<file path="config.mk">
export PLATFORM = sky130hd
export DESIGN_NAME = face_box_tracker
export DESIGN_NICKNAME = d
export VERILOG_FILES = /design/src/rtl/face_box_tracker.sv
export SDC_FILE = /design/constraint.sdc
export NUM_CORES = 1
export LEC_CHECK = 0
export ABC_AREA = 1
export CORE_AREA = 4 4 175 177
export DETAILED_ROUTE_END_ITERATION = 7
export DIE_AREA = 0 0 179 181
export PLACE_DENSITY_LB_ADDON = 0.3
export SYNTH_ARGS = -nofsm -noshare
export SYNTH_HDL_FRONTEND = slang
export SYNTH_SLANG_ARGS = --single-unit
</file>
<file path="constraint.sdc">
create_clock -name clk -period 6.45 [get_ports clk]
set_clock_uncertainty 0.2 [all_clocks]
set_input_delay 1.935 -clock clk [delete_from_list [all_inputs] [get_ports clk]]
set_output_delay 1.935 -clock clk [all_outputs]
set_load 0.03 [all_outputs]
</file>
<file path="src/rtl/face_box_tracker.sv">
// face_box_tracker: per-frame bounding box of face pixels (de & r[7]), latched at frame start,
// exported as corners/centre and drawn as a 1-pixel outline on the 1-cycle-delayed stream.
module face_box_tracker #(
  parameter int          H_ACT      = 1276,
  parameter int          V_ACT      = 716,
  parameter int          MIN_PIXELS = 64,
  parameter logic [23:0] BOX_COLOR  = 24'hFF0000,
  localparam int XW        = $clog2(H_ACT),
  localparam int YW        = $clog2(V_ACT),
  localparam int CW        = $clog2(H_ACT*V_ACT+1),
  localparam int PACK_SIZE = 3*8+4+XW+YW
) (
  input  logic                 clk,
  input  logic                 rstn,
  input  logic                 en,
  input  logic [PACK_SIZE-1:0] i_pack,
  output logic [PACK_SIZE-1:0] o_pack,
  output logic                 box_valid,
  output logic [XW-1:0]        box_x0,
  output logic [XW-1:0]        box_x1,
  output logic [YW-1:0]        box_y0,
  output logic [YW-1:0]        box_y1,
  output logic [XW-1:0]        box_cx,
  output logic [YW-1:0]        box_cy,
  output logic                 frame_done
);
  typedef enum logic {IDLE, ACCUM} state_t;
  state_t state_q, state_d;
  logic vsync, de, face, fs, acc_en, latch, seed, valid_now, load, on_box;
  logic [XW-1:0] px;
  logic [YW-1:0] py;
  logic vs_q;
  logic [XW-1:0] min_x_q, min_x_d, max_x_q, max_x_d;
  logic [YW-1:0] min_y_q, min_y_d, max_y_q, max_y_d;
  logic [CW-1:0] cnt_q, cnt_d;
  logic bv_q, bv_d, fd_q;
  logic [XW-1:0] bx0_q, bx0_d, bx1_q, bx1_d, bcx_q, bcx_d;
  logic [YW-1:0] by0_q, by0_d, by1_q, by1_d, bcy_q, bcy_d;
  logic [PACK_SIZE-1:0] o_pack_q, o_pack_d;

  assign vsync = i_pack[PACK_SIZE-3];
  assign de    = i_pack[PACK_SIZE-4];
  assign face  = de & i_pack[PACK_SIZE-5];
  assign px    = i_pack[YW +: XW];
  assign py    = i_pack[YW-1:0];
  assign fs    = vsync & ~vs_q;

  always_ff @(posedge clk or negedge rstn)
    if (!rstn) state_q <= IDLE;
    else state_q <= state_d;

  always_comb state_d = fs ? ACCUM : state_q;

  // The new frame's first pixel may coincide with fs; it seeds the accumulators rather than being lost.
  always_comb begin
    acc_en = (state_q == ACCUM) & face & ~fs;
    latch  = (state_q == ACCUM) & fs;
    seed   = fs & face;
  end

  always_comb begin
    min_x_d   = seed ? px : fs ? XW'(H_ACT-1) : (acc_en && px < min_x_q) ? px : min_x_q;
    max_x_d   = seed ? px : fs ? '0 : (acc_en && px > max_x_q) ? px : max_x_q;
    min_y_d   = seed ? py : fs ? YW'(V_ACT-1) : (acc_en && py < min_y_q) ? py : min_y_q;
    max_y_d   = seed ? py : fs ? '0 : (acc_en && py > max_y_q) ? py : max_y_q;
    cnt_d     = seed ? CW'(1) : fs ? '0 : (acc_en && cnt_q != '1) ? cnt_q + CW'(1) : cnt_q;
    valid_now = cnt_q >= CW'(MIN_PIXELS);
    load      = latch & valid_now;
    bv_d      = latch ? valid_now : bv_q;
    bx0_d     = load ? min_x_q : bx0_q;
    bx1_d     = load ? max_x_q : bx1_q;
    by0_d     = load ? min_y_q : by0_q;
    by1_d     = load ? max_y_q : by1_q;
    bcx_d     = load ? XW'(((XW+1)'(min_x_q) + (XW+1)'(max_x_q)) >> 1) : bcx_q;
    bcy_d     = load ? YW'(((YW+1)'(min_y_q) + (YW+1)'(max_y_q)) >> 1) : bcy_q;
  end

  // Outline test uses the box as currently registered, so a fresh box applies from the next pixel.
  always_comb begin
    on_box   = en & bv_q & de &
               (((px == bx0_q || px == bx1_q) && py >= by0_q && py <= by1_q) ||
                ((py == by0_q || py == by1_q) && px >= bx0_q && px <= bx1_q));
    o_pack_d = on_box ? {i_pack[PACK_SIZE-1 -: 4], BOX_COLOR, i_pack[XW+YW-1:0]} : i_pack;
  end

  always_ff @(posedge clk or negedge rstn)
    if (!rstn) begin
      vs_q     <= 1'b0;
      min_x_q  <= XW'(H_ACT-1);
      max_x_q  <= '0;
      min_y_q  <= YW'(V_ACT-1);
      max_y_q  <= '0;
      cnt_q    <= '0;
      bv_q     <= 1'b0;
      bx0_q    <= '0;
      bx1_q    <= '0;
      by0_q    <= '0;
      by1_q    <= '0;
      bcx_q    <= '0;
      bcy_q    <= '0;
      fd_q     <= 1'b0;
      o_pack_q <= '0;
    end else begin
      vs_q     <= vsync;
      min_x_q  <= min_x_d;
      max_x_q  <= max_x_d;
      min_y_q  <= min_y_d;
      max_y_q  <= max_y_d;
      cnt_q    <= cnt_d;
      bv_q     <= bv_d;
      bx0_q    <= bx0_d;
      bx1_q    <= bx1_d;
      by0_q    <= by0_d;
      by1_q    <= by1_d;
      bcx_q    <= bcx_d;
      bcy_q    <= bcy_d;
      fd_q     <= latch;
      o_pack_q <= o_pack_d;
    end

  assign o_pack     = o_pack_q;
  assign box_valid  = bv_q;
  assign box_x0     = bx0_q;
  assign box_x1     = bx1_q;
  assign box_y0     = by0_q;
  assign box_y1     = by1_q;
  assign box_cx     = bcx_q;
  assign box_cy     = bcy_q;
  assign frame_done = fd_q;
endmodule

</file>
# [Yosys cells after proc, flatten, opt, wreduce, memory -nomap -nowiden]
# Cells that the tools add are included.
# W data, S select, Z words.
[totals] register_bits=178 input_bits=52 output_inout_bits=114 wordCells=78
[classes] addsub=3 order_cmp=9 n_eq_ne=5 mux=16 n_bitwise=12 n_reduce_logical=17
[op_table] cell="$mux W11" count=6
[op_table] cell="$mux W10" count=6
[op_table] cell="$mux W20" count=3
[op_table] cell="$mux W45" count=1
[op_table] cell="$eq A11 B11 Y1" count=2
[op_table] cell="$add A20 B1 Y20 const B" count=1
[op_table] cell="$eq A10 B10 Y1" count=2
[op_table] cell="$ge A20 B7 Y1 const B" count=1
[op_table] cell="$ne A20 B20 Y1 const B" count=1
[op_table] cell="$reduce_bool A3 Y1" count=5
[op_table] cell="$add A11 B11 Y12" count=1
[op_table] cell="$add A10 B10 Y11" count=1
[op_table] cell="$ge A11 B11 Y1" count=1
[op_table] cell="$gt A11 B11 Y1" count=1
[op_table] cell="$le A11 B11 Y1" count=1
[op_table] cell="$lt A11 B11 Y1" count=1
[op_table] cell="$and A1 B1 Y1" count=10
[op_table] cell="$ge A10 B10 Y1" count=1
[op_table] cell="$gt A10 B10 Y1" count=1
[op_table] cell="$le A10 B10 Y1" count=1
[op_table] cell="$lt A10 B10 Y1" count=1
[op_table] cell="$logic_and A1 B1 Y1" count=9
[op_table] cell="$logic_or A1 B1 Y1" count=3
[op_table] cell="$not A1 Y1" count=2

# [Longest topological paths before layout]
# Gate-level depths: netlist of run 1.
[depth] word_depth=8 depth_mapped=13 depth_no_buf=13

# [Worst setup path after synthesis of run 1]
# No wires, ideal clock.
[synth_path] kind="input to register" start="input port i_pack[16]" end="register o_pack_q[27], in the netlist o_pack[27]" setup_time_ns=0.133 arrival_time_ns=3.125 required_time_ns=6.117 slack_ns=2.992 stages=11 path_cell_list="ha_1 -> nand2_1 -> inv_1 -> nand2_1 -> nor2_1 -> nand3b_1 -> nand2_1 -> nand3_1 -> nand2_1 -> buf_2 -> a21oi_1"
[synth_between] elab_chain_len=7 elab_cells_between_ends=12 cone_classes="order compare (2); eq/ne (2); mux (1); bitwise (1); reduce/logical (6)"
[synth_rtl] item="from (decl)" line="16" source="input logic [PACK_SIZE-1:0] i_pack,"
[synth_rtl] item="parallel branches: the longest is 4 deep, another holds $ge A11 B11 Y1"
[synth_rtl] item="$logic_or A1 B1 Y1 *" line="81" source="(((px == bx0_q || px == bx1_q) && py >= by0_q && py <= by1_q) ||"
[synth_rtl] item="$and A1 B1 Y1 *" line="80" source="on_box = en & bv_q & de &"
[synth_rtl] item="$mux W45 *" line="83" source="o_pack_d = on_box ? {i_pack[PACK_SIZE-1 -: 4], BOX_COLOR, i_pack[XW+YW-1:0]} : i_pack;"
[synth_rtl] item="named net o_pack_d[27]" line="39" source="logic [PACK_SIZE-1:0] o_pack_q, o_pack_d;"
[synth_rtl] item="to (signal assigned)" line="118" source="o_pack_q <= o_pack_d;"
[synth_rtl] item="to (decl)" line="39"
# Mark *: on every way through the listed nets, which the timed path passes.
# A chain may end at the register's enable or synchronous reset.

# [Final worst setup path of run 1]
[layout_path] start="input port i_pack[16]" end="register o_pack_q[39], in the netlist o_pack[39]"
# The elaborated chain is that of the path after synthesis.

==> summary.md, run 1 <==
| Metric | Value |
|---|---|
| Status | `finished, final reports clean` |
| Hold EP | `box_cy[8]$_DFFE_PN0P_` |
| Clock-pin slew of the registers on the worst-case setup and hold paths | `70 ps` |
| Mux cell area share after synthesis | `0` |
| CP most frequent cell | `nand2_1` |
| Synth-to-Final Area Change | `26.2%` |
| Final min period | `4450 ps` |
| Post-CTS Setup Bufs | `0` |
| Synth Area in Compound Gates | `0.103` |
| Family with the most delay on the worst path | `simple AND/OR/NAND/NOR gates` |
| Pre-CTS WS | `1510 ps` |
| Commonest cells post-synth | `284 x nand2_1, 175 x inv_1, 163 x dfrtp_1` |
| Share of the synthesized area in the top cell type | `0.406` |
| EDFF count, synth | `0` |
| GPL Wtd Cong | `0.878` |
| Largest net degree at the start of global routing | `94` |
| Simple-gate share of the synthesized area | `0.221` |
| Most used DFF post-synth | `dfrtp_1` |
| Vias in the first global route | `between 8000 and 9000` |
| Die W | `about 180 µm` |
| Area of the die | `32400 µm²` |
| Max_cap viols | `0` |
| CP peak stage delay | `around 590 ps` |
| Final HPWL from detailed placement | `20700 µm` |
| Total gr overflow | `0` |
| Final-stage net count | `~1500` |
| Syn Std Cell Area | `between 10000 and 15000 µm²` |
| CP Capture Type | `register` |
| First-pass GRT wire length | `45100 µm` |
| Worst Setup SP | `i_pack[16]` |
| Setup TNS | `0 ps` |
| Adder-Cell Fraction of Synth Area | `0.132` |
| DRT antenna net count | `0` |
| Total GRT Usage | `0.174` |
| Post_cts resized | `0` |
| CP arrival | `4600 ps` |
| Final-report max-slew violation count | `0` |
| Num CTS Buffers | `17` |
| Root Driver | `clkbuf_16` |
| Cts hold-fix bufs | `0` |
| R2r endpoint | `o_pack[39]$_DFF_PN0_` |
| Clock Tree Buf Depth | `2` |
| Antenna violations before repair | `0` |
| R2r startpoint | `box_x1[10]$_DFFE_PN0P_` |
| CP Class | `in -> reg` |
| Startpoint Class | `input port` |
| CORE AREA | `29200 µm²` |
| CTS tree | `built` |
| Clock Sink Count | `about 180` |
| Yosys warns | `0` |
| Final setup fails | `0` |
| Slowest-stage cell, CP | `clkdlybuf4s50_1` |
| Non-Filler Instances | `1765` |
| Via count | `8481` |
| Synth cell types | `45` |
| Cell count after synthesis | `1202` |
| DR DRC count | `0` |
| Clk_lat worst skew | `430 ps` |
| Async SR Flop Fraction | `1.00` |
| Largest family of logic cells by synthesized area | `simple AND/OR/NAND/NOR gates` |
| Min-delay worst type | `reg -> reg` |
| Detailed-route wire length per cell | `15.7 µm` |
| LEAKAGE | `6.15 nW` |
| Max-slew headroom | `0.287` |
| Post-Synth XOR/XNOR Area | `0.0183` |
| Cell accounting for the most synthesized area | `dfrtp_1` |
| Syn Nets | `1359` |
| Buf/Inv on CP | `2` |
| # IOs | `166` |
| Final hold vios | `0` |
| Crit path cell chain | `clkdlybuf4s50_1 -> ha_1 -> nand2_1 -> inv_1 -> nand2_1 -> nor2_1 -> nand3b_1 -> nand2_1 -> nand3_1 -> nand2_1 -> nand2_1 -> nand2_1` |
| Max Freq | `225 MHz` |
| Post-synthesis register bit count | `177` |
| Layout cell share with drive strength beyond 1 | `0.0633` |
| Worst-margin pin slew | `1070 ps` |
| Die Y | `approximately 180 µm` |
| Crit share post-route | `0.689` |
| Top-count cell post-synth | `nand2_1` |
| Worst Hold Depth | `2` |
| Worst IR Drop VDD | `139 µV` |
| Syn_area_per_cell | `8.36 µm²` |
| Site Rows | `63` |
| R2R setup slack | `3740 ps` |
| Final WL | `around 28000 µm` |
| Vias per cell | `4.81` |
| DRT Pass-1 Iters | `5` |
| Worst-path maximum fanout | `17` |
| Area contributors post-synth | `dfrtp_1 41%, ha_1 13%, nand2_1 11%` |
| # diodes | `0` |
| Fillers | `between 2000 and 3000` |
| Input/output buffers | `165` |
| Hold Startpoint | `box_cy[8]$_DFFE_PN0P_` |
| Initial Util | `0.343` |
| Seq/Total Area, Yosys | `0.443` |
| H-Tree Depth | `4` |
| Pwr Density | `367 nW/µm²` |
| Critical path required time | `around 6600 ps` |
| Starting DRC count in detailed routing | `457` |
| Setup slack after layout | `2000 ps` |
| Cells after DPL | `1733` |
| RSZ-0062 raised after global routing | `false` |
| R2R cell count | `10` |
==> cell usage in the layout (no fill, tap or decap), drive strengths merged, types with 17 or more instances in the layout <==
cell type / synthesis / final
clkdlybuf4s50: 0 / 164
nor2: 65 / 65
nand2: 293 / 293
o21ai: 111 / 111
dfrtp: 163 / 163
nand4: 24 / 24
a21oi: 63 / 63
nor3: 19 / 19
inv: 181 / 190
nand3: 89 / 89
clkbuf: 10 / 17
ha: 103 / 103
==> tightest hold or removal path: stages, from the launching register on <==
cell,delay (ps)
dfrtp_1,350
nand2_1,60
nand2_1,50
==> routing by layer <==
| layer | share of wire | GRT usage | vias up |
|---|---|---|---|
| li1 | - | - | 4241 |
| met1 | 0.48 | 0.247 | 4000 |
| met2 | 0.46 | 0.275 | 215 |
| met3 | 0.052 | 0.0285 | 25 |
| met4 | 0.013 | 0.0485 | 0 |
| met5 | 0 | 0 | - |
==> registers in the layout, indices dropped and copies added, names as in the netlist <==
| register | cells |
|---|---|
| box_x1 | 11 |
| box_y1 | 10 |
| box_x0 | 11 |
| max_x_q | 11 |
| cnt_q | 20 |
| box_y0 | 10 |
| frame_done | 1 |
| max_y_q | 10 |
| state_q | 1 |
| min_y_q | 10 |
| box_cy | 10 |
| o_pack | 49 |
| box_valid | 1 |
| min_x_q | 11 |
| box_cx | 11 |
==> per-stage QoR <==
stage | hold slack (ps) | instance area (µm²) | util | total power [mW]
after floorplan | 271 | 10000 | - | 2.81
after global placement | 267 | 12100 | 0.413 | 3.60
after detailed placement | 271 | 12100 | 0.413 | 3.63
after CTS | 291 | 12700 | 0.433 | 4.71
after global routing | 317 | 12700 | 0.433 | 5.01
final | 288 | 12700 | 0.433 | 4.65
==> how the worst max path moves through the flow <==
stage	slack [ps]	end	depth (start not counted)
after floorplan	2990	o_pack[27]$_DFF_PN0_	11
after global placement	1530	o_pack[37]$_DFF_PN0_	12
after detailed placement	1510	o_pack[39]$_DFF_PN0_	10
after CTS	1960	o_pack[39]$_DFF_PN0_	10
after global routing	1700	o_pack[38]$_DFF_PN0_	10
final	2000	o_pack[39]$_DFF_PN0_	12
==> kinds of logic after synthesis <==
| group | after synthesis |
|---|---|
| adder cells (fa/ha/maj) | 105 |
| XOR/XNOR | 21 |
| AND/OR/NAND/NOR | 497 |
| flip-flops | 177 |
| AO/OA/AOI/OAI | 192 |
| buffers and inverters | 210 |
==> where the power goes <==
part	leakage (nW)	total [mW]	switching, mW	internal (mW)
Sequential	2.18	1.61	0.232	1.38
Clock	0.293	1.06	0.506	0.553
Combinational	3.68	1.98	1.20	0.782
Total	6.15	4.65	1.94	2.72
==> layout make-up <==
type | instances | area [µm²] | share of cell area
Inverter | 182 | 686 | 0.0541
Tap cell | 390 | 488 | 0.0385
Multi-Input combinational cell | 815 | 4770 | 0.376
Sequential cell | 177 | 4450 | 0.351
Timing Repair Buffer | 169 | 1700 | 0.134
Clock buffer | 17 | 425 | 0.0336
Clock inverter | 15 | 165 | 0.0130
Power figures use the tool's default switching activity.
==> run 2: changes to the inputs <==
clock period = 4.1 ns   (was 6.45 ns; I/O delays follow)
==> summary.md, run 2 (synthesis results as in run 1) <==
| Metric | Value |
|---|---|
| # IOs | `166 (unchanged)` |
| Site Rows | `63 (unchanged)` |
| Vias per cell | `4.82 (+0.41%)` |
| Die W | `179 µm (unchanged)` |
| CP Capture Type | `register` |
| Final min period | `3400 ps` |
| Final hold vios | `0 (unchanged)` |
| Psw | `3.08 mW (+59%)` |
| DRT antenna net count | `0 (unchanged)` |
| Max reg flops | `49 (unchanged)` |
| H-Tree Depth | `4 (unchanged)` |
| Pre-CTS WS | `234 ps (-1280 ps)` |
| Clock Sink Count | `177 (unchanged)` |
| CP arrival | `3530 ps (-1070 ps)` |
| Worst-margin pin slew | `611 ps (-455 ps)` |
| DR DRC count | `0 (unchanged)` |
| LEAKAGE | `6.28 nW (+2.1%)` |
| Final-stage net count | `1544 (+1.6%)` |
| Via count | `8636 (+1.8%)` |
| Detailed-route wire length per cell | `15.7 µm (-0.12%)` |
| First-pass GRT wire length | `45300 µm (+0.26%)` |
| Worst hold slack | `284 ps (-4.30 ps)` |
| Final setup fails | `0 (unchanged)` |
| Min-delay worst type | `reg -> reg` |
| Critical path required time | `4220 ps (-2390 ps)` |
| Part of the power in registers | `0.346 (about the same)` |
| Cts hold-fix bufs | `0 (unchanged)` |
| R2R setup slack | `1700 ps (-2040 ps)` |
| Most frequent cells in the layout | `284 x nand2_1, 175 x inv_1, 164 x clkdlybuf4s50_1` |
| Largest net degree at the start of global routing | `65 (-31%)` |
| Total GRT Usage | `0.176 (+0.00163)` |
| Setup TNS | `0 ps (unchanged)` |
| Input/output buffers | `165 (unchanged)` |
| Startpoint Class | `input port` |
| Final HPWL from detailed placement | `21500 µm (+4.0%)` |
| Antenna violations before repair | `0 (unchanged)` |
| Net Sw Frac | `0.421 (+0.00414)` |
| Clock-pin slew of the registers on the worst-case setup and hold paths | `70 ps (about the same)` |
| Max_cap viols | `0 (unchanged)` |
| Most common cell after layout, fill and taps aside | `nand2_1` |
| Initial Util | `0.343 (unchanged)` |
| Worst IR Drop VDD | `246 µV (+76%)` |
| Max Freq | `294 MHz` |
| Fillers | `2871 (-1.7%)` |
| Post_cts resized | `0 (unchanged)` |
| Final instance area | `12900 µm² (+1.8%)` |
| Final WL | `28000 µm (+1.3%)` |
| Final-report max-slew violation count | `0 (unchanged)` |
| Clk_lat worst skew | `450 ps (+20 ps)` |
| Root Driver | `clkbuf_16` |
| Crit share post-route | `0.830` |
| Total gr overflow | `0 (unchanged)` |
| Num CTS Buffers | `17 (unchanged)` |
| Max-slew headroom | `0.593 (+0.306)` |
| Logic pwr share | `0.429 (+0.003)` |
| Post-DP Area | `12300 µm² (+1.9%)` |
| Die Y | `181 µm (unchanged)` |
| Clock network power share | `0.225 (-0.003)` |
| DRT Pass-1 Iters | `5 (unchanged)` |
| Status | `finished, final reports clean` |
| CORE AREA | `29200 µm² (unchanged)` |
| Internal power | `4.24 mW (+56%)` |
| Post-CTS Setup Bufs | `0 (unchanged)` |
| Worst-path maximum fanout | `16 (-1)` |
| # diodes | `0 (unchanged)` |
| Setup slack after layout | `698 ps (-1310 ps)` |
| Utilization after layout | `0.441 (+0.00779)` |
| Layout cell share with drive strength beyond 1 | `0.0800 (+0.0167)` |
| CTS tree | `built` |
| Clock Tree Buf Depth | `2 (unchanged)` |
| GPL Wtd Cong | `0.882 (+0.38%)` |
| RSZ-0062 raised after global routing | `false` |
| Pwr Density | `568 nW/µm² (+55%)` |
| CP Class | `in -> reg` |
| Vias in the first global route | `8504 (+0.59%)` |
| Starting DRC count in detailed routing | `448 (-2.0%)` |
| Synth-to-Final Area Change | `28.5%` |
| Area of the die | `32400 µm² (unchanged)` |
-- run 2: changes by cell type in the layout (fill, tap and decap cells not counted) --
cell / delta
buf_4: +22
buf_12: +3
inv_6: -3
clkinv_2: -2
clkinv_4: +2
clkinv_8: +2
bufinv_16: -1
clkinvlp_4: +1
inv_8: +1
-- run 2: per-layer routing --
metal / GRT usage / wire, µm / vias up
met5: 0 / 0 / -
met4: 0.0519 / 524 / 0
met3: 0.0345 / 1570 / 31
met2: 0.267 / 12500 / 234
met1: 0.254 / 13400 / 4084
li1: - / - / 4287
-- run 2: worst paths after layout --
| path | from | depth (start not counted) | end |
|---|---|---|---|
| max reg2reg | min_y_q[1]$_DFFE_PN1P_ | 9 | box_cy[9]$_DFFE_PN0P_ |
| min reg2reg | box_cx[9]$_DFFE_PN0P_ | 2 | box_cx[9]$_DFFE_PN0P_ |
| min | box_cx[9]$_DFFE_PN0P_ | 2 | box_cx[9]$_DFFE_PN0P_ |
| min in group asynchronous | rstn | 1 | o_pack[34]$_DFF_PN0_ |
| max | i_pack[20] | 12 | o_pack[22]$_DFF_PN0_ |
| max in group asynchronous | rstn | 2 | min_x_q[5]$_DFFE_PN1P_ |
-- run 2: power groups by stage --
stage | sequential, mW | combinational [mW] | clock (mW)
3_5_place_dp | 2.56 | 3.17 | 0
3_3_place_gp | 2.57 | 3.12 | 0
6_report | 2.53 | 3.15 | 1.65
2_1_floorplan | 3.08 | 1.34 | 0
5_1_grt | 2.59 | 3.51 | 1.77
4_1_cts | 2.54 | 3.18 | 1.69
-- run 2: final cells by class --
type | instances | area, µm² | area share
multi-input cells | 815 | 4770 | 0.370
flip-flops and latches | 177 | 4450 | 0.345
repair buffers | 194 | 1920 | 0.149
inverters | 182 | 686 | 0.0531
well taps | 390 | 488 | 0.0378
clock buffers | 17 | 425 | 0.0330
clock inverters | 15 | 168 | 0.0130
-- run 2: critical path, cell delays in order --
cell and delay, ps:
clkdlybuf4s50_1 590, ha_1 420, nand2_1 70, nor2_1 140, nand2_1 70, nor2_1 130
nor2_1 50, nand3_1 180, nand3_1 120, nand2_1 170, buf_4 240, a21oi_1 100
-- run 2: stage by stage --
stage          instances  total power [mW]
2_1_floorplan       1202              4.41
3_5_place_dp        1758              5.73
3_3_place_gp        1758              5.68
5_1_grt             1790              7.87
4_1_cts             1790              7.41
6_report            1790              7.33
